===== src/rtl/sample_pkg.sv =====
// rtl/sample_pkg.sv - shared types, defaults and result post-processing for sample_dot_acc
package sample_pkg;

  localparam int SAMPLE_DATA_W  = 13;
  localparam int SAMPLE_ACC_W   = 24;
  localparam int SAMPLE_FRAC    = 4;
  localparam int SAMPLE_MAX_LEN = 64;

  typedef enum logic [1:0] {
    ST_ACC = 2'd0,
    ST_FIN = 2'd1,
    ST_OUT = 2'd2
  } state_e;

  // Round half up, drop frac bits, optional ReLU, then clamp to a data_w-bit signed range.
  function automatic logic signed [63:0] sat_round(input logic signed [63:0] acc,
                                                   input int frac,
                                                   input int data_w,
                                                   input bit relu);
    logic signed [63:0] r;
    logic signed [63:0] hi;
    logic signed [63:0] lo;
    r = acc;
    if (frac > 0) begin
      r = (acc + (64'sd1 <<< (frac - 1))) >>> frac;
    end
    if (relu && (r < 64'sd0)) begin
      r = 64'sd0;
    end
    hi = (64'sd1 <<< (data_w - 1)) - 64'sd1;
    lo = -(64'sd1 <<< (data_w - 1));
    if (r > hi) begin
      r = hi;
    end else if (r < lo) begin
      r = lo;
    end
    return r;
  endfunction

endpackage


===== src/rtl/sample_dot_acc_post.sv =====
// rtl/sample_dot_acc_post.sv - combinational round / ReLU / saturate of the finished accumulator
module sample_dot_acc_post
  import sample_pkg::*;
#(
  parameter int DATA_W = SAMPLE_DATA_W,
  parameter int ACC_W  = SAMPLE_ACC_W,
  parameter int FRAC   = SAMPLE_FRAC,
  parameter int RELU   = 0
) (
  input  logic signed [ACC_W-1:0]  acc_i,
  output logic signed [DATA_W-1:0] res_o
);

  logic signed [63:0] acc_wide;

  assign acc_wide = {{(64 - ACC_W){acc_i[ACC_W-1]}}, acc_i};
  assign res_o    = DATA_W'(sat_round(acc_wide, FRAC, DATA_W, (RELU != 0)));

endmodule


===== src/rtl/sample_dot_acc.sv =====
// rtl/sample_dot_acc.sv - bias-seeded dot-product accumulator with rounded, saturated valid/ready result
module sample_dot_acc
  import sample_pkg::*;
#(
  parameter int DATA_W  = SAMPLE_DATA_W,
  parameter int ACC_W   = SAMPLE_ACC_W,
  parameter int FRAC    = SAMPLE_FRAC,
  parameter int MAX_LEN = SAMPLE_MAX_LEN,
  parameter int RELU    = 0
) (
  input  logic                     clk,
  input  logic                     reset_n,
  input  logic                     in_valid,
  input  logic                     in_last,
  input  logic signed [DATA_W-1:0] in_data,
  input  logic signed [DATA_W-1:0] bias,
  output logic                     in_ready,
  output logic                     out_valid,
  output logic signed [DATA_W-1:0] out_data,
  input  logic                     out_ready,
  output logic                     err_overrun
);

  localparam int CNT_W = $clog2(MAX_LEN + 1);
  localparam logic [CNT_W-1:0] LAST_CNT = CNT_W'(MAX_LEN - 1);

  state_e                     state_q, state_d;
  logic signed [ACC_W-1:0]    acc_q, acc_d;
  logic [CNT_W-1:0]           cnt_q, cnt_d;
  logic                       out_valid_q, out_valid_d;
  logic signed [DATA_W-1:0]   out_data_q, out_data_d;
  logic                       err_q, err_d;

  logic                       beat_acc;
  logic                       beat_end;
  logic signed [ACC_W-1:0]    data_ext;
  logic signed [ACC_W-1:0]    bias_seed;
  logic signed [DATA_W-1:0]   post_res;

  assign beat_acc  = in_valid && in_ready;
  assign beat_end  = in_last || (cnt_q == LAST_CNT);
  assign data_ext  = {{(ACC_W - DATA_W){in_data[DATA_W-1]}}, in_data};
  assign bias_seed = {{(ACC_W - DATA_W){bias[DATA_W-1]}}, bias} <<< FRAC;

  sample_dot_acc_post #(
    .DATA_W (DATA_W),
    .ACC_W  (ACC_W),
    .FRAC   (FRAC),
    .RELU   (RELU)
  ) u_post (
    .acc_i (acc_q),
    .res_o (post_res)
  );

  always_ff @(posedge clk or negedge reset_n) begin
    if (!reset_n) begin
      state_q     <= ST_ACC;
      acc_q       <= '0;
      cnt_q       <= '0;
      out_valid_q <= 1'b0;
      out_data_q  <= '0;
      err_q       <= 1'b0;
    end else begin
      state_q     <= state_d;
      acc_q       <= acc_d;
      cnt_q       <= cnt_d;
      out_valid_q <= out_valid_d;
      out_data_q  <= out_data_d;
      err_q       <= err_d;
    end
  end

  always_comb begin
    state_d = state_q;
    unique case (state_q)
      ST_ACC:  if (beat_acc && beat_end) state_d = ST_FIN;
      ST_FIN:  state_d = ST_OUT;
      ST_OUT:  if (out_ready) state_d = ST_ACC;
      default: state_d = ST_ACC;
    endcase
  end

  always_comb begin
    in_ready = (state_q == ST_ACC);
  end

  always_comb begin
    acc_d       = acc_q;
    cnt_d       = cnt_q;
    out_valid_d = out_valid_q;
    out_data_d  = out_data_q;
    err_d       = err_q;
    unique case (state_q)
      ST_ACC: begin
        if (beat_acc) begin
          acc_d = (cnt_q == '0) ? (bias_seed + data_ext) : (acc_q + data_ext);
          cnt_d = cnt_q + CNT_W'(1);
          // Forced finish at the length limit without in_last flags the overrun.
          if ((cnt_q == LAST_CNT) && !in_last) begin
            err_d = 1'b1;
          end
        end
      end
      ST_FIN: begin
        out_data_d  = post_res;
        out_valid_d = 1'b1;
        cnt_d       = '0;
      end
      ST_OUT: begin
        if (out_ready) begin
          out_valid_d = 1'b0;
          acc_d       = '0;
        end
      end
      default: ;
    endcase
  end

  assign out_valid   = out_valid_q;
  assign out_data    = out_data_q;
  assign err_overrun = err_q;

endmodule


===== config.mk =====
export PLATFORM = sky130hd
export DESIGN_NAME = sample_dot_acc
export DESIGN_NICKNAME = d
export VERILOG_FILES = /design/src/rtl/sample_pkg.sv /design/src/rtl/sample_dot_acc_post.sv /design/src/rtl/sample_dot_acc.sv
export SDC_FILE = /design/constraint.sdc
export NUM_CORES = 1
export LEC_CHECK = 0
export ABC_CLOCK_PERIOD_IN_PS = 2900
export CORE_MARGIN = 1
export CORE_UTILIZATION = 45
export CTS_CLUSTER_SIZE = 28
export DETAILED_ROUTE_END_ITERATION = 10
export MAX_ROUTING_LAYER = met4
export PLACE_DENSITY = 0.66
export SLEW_MARGIN = 20
export SYNTH_ARGS = -nofsm -noshare
export SYNTH_HDL_FRONTEND = slang
export SYNTH_SLANG_ARGS = --single-unit

===== constraint.sdc =====
create_clock -name clk -period 2.9 [get_ports clk]
set_clock_uncertainty 0.2 [all_clocks]
set_input_delay 0.87 -clock clk [delete_from_list [all_inputs] [get_ports clk]]
set_output_delay 0.87 -clock clk [all_outputs]
set_load 0.05 [all_outputs]

# After elaboration in Yosys (flattened, before gate mapping)
# Cells that the tools add are included.
# word_totals
ff_bits	48
elab_cells	46
# op_classes
add_sub_neg	4
n_reduce_logical	15
n_mux	13
order_cmp	2
eq_ne	6
# ops
operator	n
$mux W24	3
$pmux W24 S2	1
$mux W13	2
$add A24 B5 Y25 const B	1
$add A24 B13 Y24	1
$gt A21 B13 Y1 const B	1
$lt A21 B13 Y1 const B	1
$add A17 B13 Y18	1
$pmux W7 S2	1
$add A7 B1 Y7 const B	1
$eq A7 B6 Y1 const B	1
$logic_not A7 Y1	1
$mux W7	1
$pmux W2 S3	1
$reduce_and A2 Y1	3
$reduce_and A3 Y1	2
$reduce_bool A2 Y1	3
$mux W2	2
$ne A2 B1 Y1 const B	2
$logic_and A1 B1 Y1	3
$eq A2 B1 Y1 const B	1
$eq A2 B2 Y1 const B	1
$logic_not A2 Y1	1
$ne A2 B2 Y1 const B	1
other kinds (4)	4

# Longest topological paths before layout
# depth
depth_word	5
depth_mapped	11
ltp_nobuf	11

# Modules after synthesis
# From an unflattened synthesis, not the netlist that was laid out.
# hier_totals
cells_unflattened	527
area_unflattened_um2	4555.6
# modules_own_cells
module	seq_area_each_um2	instances	area_per_inst_um2	cells_each
sample_dot_acc	1201.2	1	3793.6	425
sample_dot_acc_post	0.0	1	762.0	102

# Worst setup path after synthesis
# No wires, ideal clock.
# synth_timing
path_kind	in2reg
start	in in_data[4]
end	reg acc_q[16]
required_time_ps	2569
path_slack_ps	-255
stages	10
n_path_buf	0
arrival_ps	2824
path_cell_list	ha_1 > fa_1 > a21o_1 > a21oi_1 > nor2b_1 > nor4_1 > o31ai_1 > o41ai_1 > xnor2_1 > o211ai_1
# synth_between
elab_chain_cells	4
# synth_rtl
element	line	source
from (decl)	sample_dot_acc.sv:15	input logic signed [DATA_W-1:0] in_data,
$add A24 B13 Y24 / $add A17 B13 Y18 (equally long branches)	sample_dot_acc.sv:96	acc_d = (cnt_q == '0) ? (bias_seed + data_ext) : (acc_q + data_ext);
$mux W24 *	sample_dot_acc.sv:96	
$mux W24 *	sample_dot_acc.sv:95	if (beat_acc) begin
$pmux W24 S2 *	sample_dot_acc.sv:93	unique case (state_q)
to (signal assigned)	sample_dot_acc.sv:58	acc_q <= '0;
to (signal assigned)	sample_dot_acc.sv:65	acc_q <= acc_d;
to (decl)	sample_dot_acc.sv:28	logic signed [ACC_W-1:0] acc_q, acc_d;
# Mark *: on every way between the ends. The rest lies on a longest branch, timed or not. The select of a mux whose other input is x is not followed.
# A chain may end at the register's enable or synchronous reset.

# Worst setup path in the final report
# layout_timing
start	in in_data[12]
end	reg acc_q[23]
# The elaborated chain is that of the path after synthesis.

==> qor.tcl <==
set qor(cts-htree-levels) 2
set qor(period_needed_ps) 2920
set qor(post-route-worst-setup-slack_ps) -20.3
set qor(maxSlewViolCount) 0
set qor(tritoncts) {yes}
set qor(floorplan.core_area_um2) 8760
set qor(synth_async_sr_flop_share_pct) 100
set qor(largest_net_degree_at_the_start_of_global_routing) 25
set qor(max-cap-violations) 0
set qor(number_of_nets_produced_by_synthesis) 556
set qor(boundaryPins) 47
set qor(detailed_place_hpwl_um) 8780
set qor(dieArea_um2) 9500
set qor(rr_worst_depth) 9
set qor(avgRoutedWirePerCell_um) 16.9
set qor(utilization_pct) 71.2
set qor(cts_made_buffers) 5
set qor(irDropWorstVdd_mv) 0.531
set qor(share_of_the_yosys_chip_area_belonging_to_registers_pct) 29.3
set qor(grt_antenna_before_repair) 0
set qor(crit_chain) {buf_6, buf_8, ha_4, buf_4, o41ai_4, a2111oi_4, o31ai_2, o21ai_2, xnor2_2, o2111ai_1, o311ai_1}
set qor(cts-root-buf) {sky130_fd_sc_hd__clkbuf_8}
set qor(synth.ff_latch_count) 48
set qor(finalSetupViolCount) 1
set qor(total_area_of_multi_input_combinational_cells_um2) 3460
set qor(postSynth.topFlopCell) {sky130_fd_sc_hd__dfrtp_1}
set qor(power-per-cell-area_nw_per_um2) 941
set qor(synth_warnings) 0
set qor(timing.slew.headroom_pct) 63.0
set qor(layout.area.seq_um2) 1200
set qor(numPlacedInstances) 718
set qor(firstDrtPassIters) 5
set qor(layout.cells.most_common_list) {sky130_fd_sc_hd__buf_4, sky130_fd_sc_hd__nand2_1, sky130_fd_sc_hd__dfrtp_1, sky130_fd_sc_hd__nor2_1, sky130_fd_sc_hd__clkdlybuf4s50_1}
set qor(run_status) {finished with violations}
set qor(holdBufCountCts) 0
set qor(worst_slew_pin_slew_ps) 555
set qor(cts-root-to-sink-buffers) 2
set qor(detailroute.via_count) 4213
set qor(first_global_vias) 4423
set qor(wl_um) 12600
set qor(setup.worst_path.start_class) {input pin}
set qor(mappedNetlistArea_um2) 4100
set qor(design_power_total_mw) 5.88
set qor(avgViaCountPerCell) 5.66
set qor(violations_in_the_final_reports) {negative setup slack}
set qor(p_leak_nw) 2.75
set qor(timing.final.hold_violations) 0
set qor(synth_enable_flop_cells) 0
set qor(min_to) {err_overrun}
set qor(num-fill-cells) 645
set qor(worstSetupEndpointType) {register}
set qor(port_buffers) 46
set qor(finish.net_count) 707
set qor(globalRouteOverflowTotal) 0
set qor(hold_path.class) {register to register}
set qor(reg2reg_from) {acc_q[10]}
set qor(initial_utilization_pct) 46.8
set qor(post_route_cells_drive_above_1_share_pct) 37.1
set qor(unrepaired_setup_endpoints_after_global_routing) {true}
set qor(final_cell_count_no_fill) 744
set qor(mostFrequentLayoutCell) {sky130_fd_sc_hd__buf_4}
set qor(hold_depth) 1
set qor(post-route-drc-count) 0
set qor(grt_first_pass_wirelength_um) 20600
set qor(count_of_clock_tree_sinks) 48
set qor(worst_r2r_endpoint) {acc_q[23]}
set qor(preCtsSetupSlack_ps) -888
set qor(first_iter_violations) 149
set qor(synthDistinctLibCells) 62
set qor(routabilityCongestion) 0.891
set qor(n_antenna_cell) 0
set qor(cp.arrival_ps) 2930
set qor(area_growth_pct) 52.2
set qor(grt_util_all_layers_pct) 27.4
set qor(mapped_cells) 484
set qor(layout_worst_path_cycle_share_pct) 101
set qor(insertion_delay_ps) 310
set qor(floorplan.die.height_um) 97.5
set qor(fmax_mhz) 342
set qor(die-width_um) 97.5
set qor(critPathSlowestCell) {sky130_fd_sc_hd__o41ai_4}
set qor(placement_rows) 34
set qor(worst_ep_required_time_ps) 2910
set qor(longest_individual_stage_delay_on_the_worst_path_ps) 510
set qor(drt.antenna.violating_nets) 0
set qor(postSynthAreaPerCell_um2) 8.47
set qor(worst-path-max-fanout) 6
set qor(hold_start) {err_overrun}
set qor(worst-setup-path-type) {input pin to register}
set qor(worst-r2r-setup-slack_ps) 130
set qor(clk_transition_reported_paths_ps) 90
-- per-stage QoR --
stage                     TNS (ps)  area (um^2)  hold slack (ps)
after global routing          -400         6240              314
after global placement      -11590         5400              261
after floorplan               -250         4160              254
final                        -20.3         6240              291
after CTS                     -102         5980              296
after detailed placement    -12140         5400              270
-- repair_timing --
item | 4_1_cts | 5_1_grt
setup buffers | 14 | 6
setup endpoints to repair | 17 | 28
gates resized for setup | 103 | 74
endpoints found under the hold margin | 0 | 0
pin swaps | 59 | 43
-- cell usage after synthesis (3+ instances only) --
| library cell | instances | area (um^2) |
|---|---|---|
| sky130_fd_sc_hd__a21o_1 | 9 | 67.6 |
| sky130_fd_sc_hd__nand2_1 | 71 | 267 |
| sky130_fd_sc_hd__nand4_1 | 10 | 62.6 |
| sky130_fd_sc_hd__a211oi_1 | 3 | 22.5 |
| sky130_fd_sc_hd__and3_1 | 4 | 25.0 |
| sky130_fd_sc_hd__ha_1 | 39 | 488 |
| sky130_fd_sc_hd__and2_1 | 4 | 25.0 |
| sky130_fd_sc_hd__xnor2_1 | 24 | 210 |
| sky130_fd_sc_hd__or2_2 | 5 | 31.3 |
| sky130_fd_sc_hd__dfrtp_1 | 48 | 1200 |
| sky130_fd_sc_hd__or3_1 | 5 | 31.3 |
| sky130_fd_sc_hd__o211ai_1 | 3 | 22.5 |
| sky130_fd_sc_hd__nor2b_1 | 7 | 43.8 |
| sky130_fd_sc_hd__o31ai_1 | 8 | 60.1 |
| sky130_fd_sc_hd__a31oi_1 | 5 | 31.3 |
| sky130_fd_sc_hd__nand3_1 | 11 | 55.1 |
| sky130_fd_sc_hd__a21oi_1 | 33 | 165 |
| sky130_fd_sc_hd__o21ai_0 | 29 | 145 |
| sky130_fd_sc_hd__nor3_1 | 8 | 40.0 |
| sky130_fd_sc_hd__mux2i_1 | 4 | 40.0 |
| sky130_fd_sc_hd__xor2_1 | 21 | 184 |
| sky130_fd_sc_hd__o21ai_1 | 10 | 50.1 |
| sky130_fd_sc_hd__o21bai_1 | 3 | 22.5 |
| sky130_fd_sc_hd__nor2_1 | 32 | 120 |
| sky130_fd_sc_hd__a22o_1 | 11 | 96.3 |
| sky130_fd_sc_hd__nor4_1 | 3 | 18.8 |
| sky130_fd_sc_hd__clkbuf_1 | 10 | 37.5 |
| sky130_fd_sc_hd__nand2b_1 | 7 | 43.8 |
| sky130_fd_sc_hd__inv_1 | 10 | 37.5 |
| sky130_fd_sc_hd__o21a_1 | 3 | 22.5 |
| sky130_fd_sc_hd__o221ai_1 | 7 | 61.3 |
-- logic make-up (layout without fill, tap and decap cells) --
family / Yosys count / after routing / share of synthesized area [%]
DFF: 48 / 48 / 29.3
adders and majority gates: 41 / 41 / 12.9
AOI/OAI and AO/OA: 140 / 140 / 22.5
xor gates and xnor gates: 45 / 45 / 9.61
and+or+nand+nor: 180 / 180 / 21.8
buffers and inverters: 25 / 177 / 2.59
muxes: 5 / 5 / 1.25
-- critical path: cells and delay by family --
kind / cells / cell delay, ps
xor gates and xnor gates: 1 / 190
adders and majority gates: 1 / 170
buffers and inverters: 3 / 370
AOI/OAI and AO/OA: 6 / 1330
-- sequential cells by signal, indices dropped and copies added (netlist names) --
| register | count |
|---|---|
| err_overrun | 1 |
| acc_q | 24 |
| out_valid | 1 |
| cnt_q | 7 |
| state_q | 2 |
| out_data | 13 |
-- routing by layer --
| layer | GRT usage, % | wire (um) | up-vias |
|---|---|---|---|
| met5 | - | 0 | - |
| met4 | 9.28 | 215 | 0 |
| met3 | 3.67 | 647 | 26 |
| met2 | 46.6 | 6390 | 106 |
| met1 | 33.4 | 5350 | 2000 |
| li1 | - | - | 2081 |
-- report_power, final --
| group | internal (mW) | switching (mW) |
|---|---|---|
| clock network | 0.194 | 0.256 |
| logic | 1.96 | 2.16 |
| registers | 0.935 | 0.374 |
-- how the worst max path moves through the flow --
stage	startpoint	endpoint	depth (start not counted)
after floorplan	in_data[4]	acc_q[16]	10
after global placement	in_data[4]	acc_q[16]	11
after detailed placement	in_data[4]	acc_q[16]	11
after CTS	in_data[10]	acc_q[23]	11
after global routing	in_data[12]	acc_q[23]	11
final	in_data[12]	acc_q[23]	11
-- final cells by class --
cell class,instances,area share [%]
clock inverters,2,0.241
inverters,10,0.601
clock buffers,6,1.32
repair buffers,159,21.0
flip-flops and latches,48,19.2
well taps,108,2.16
multi-input cells,411,55.5
No activity file was read; power rests on OpenSTA's default activity.
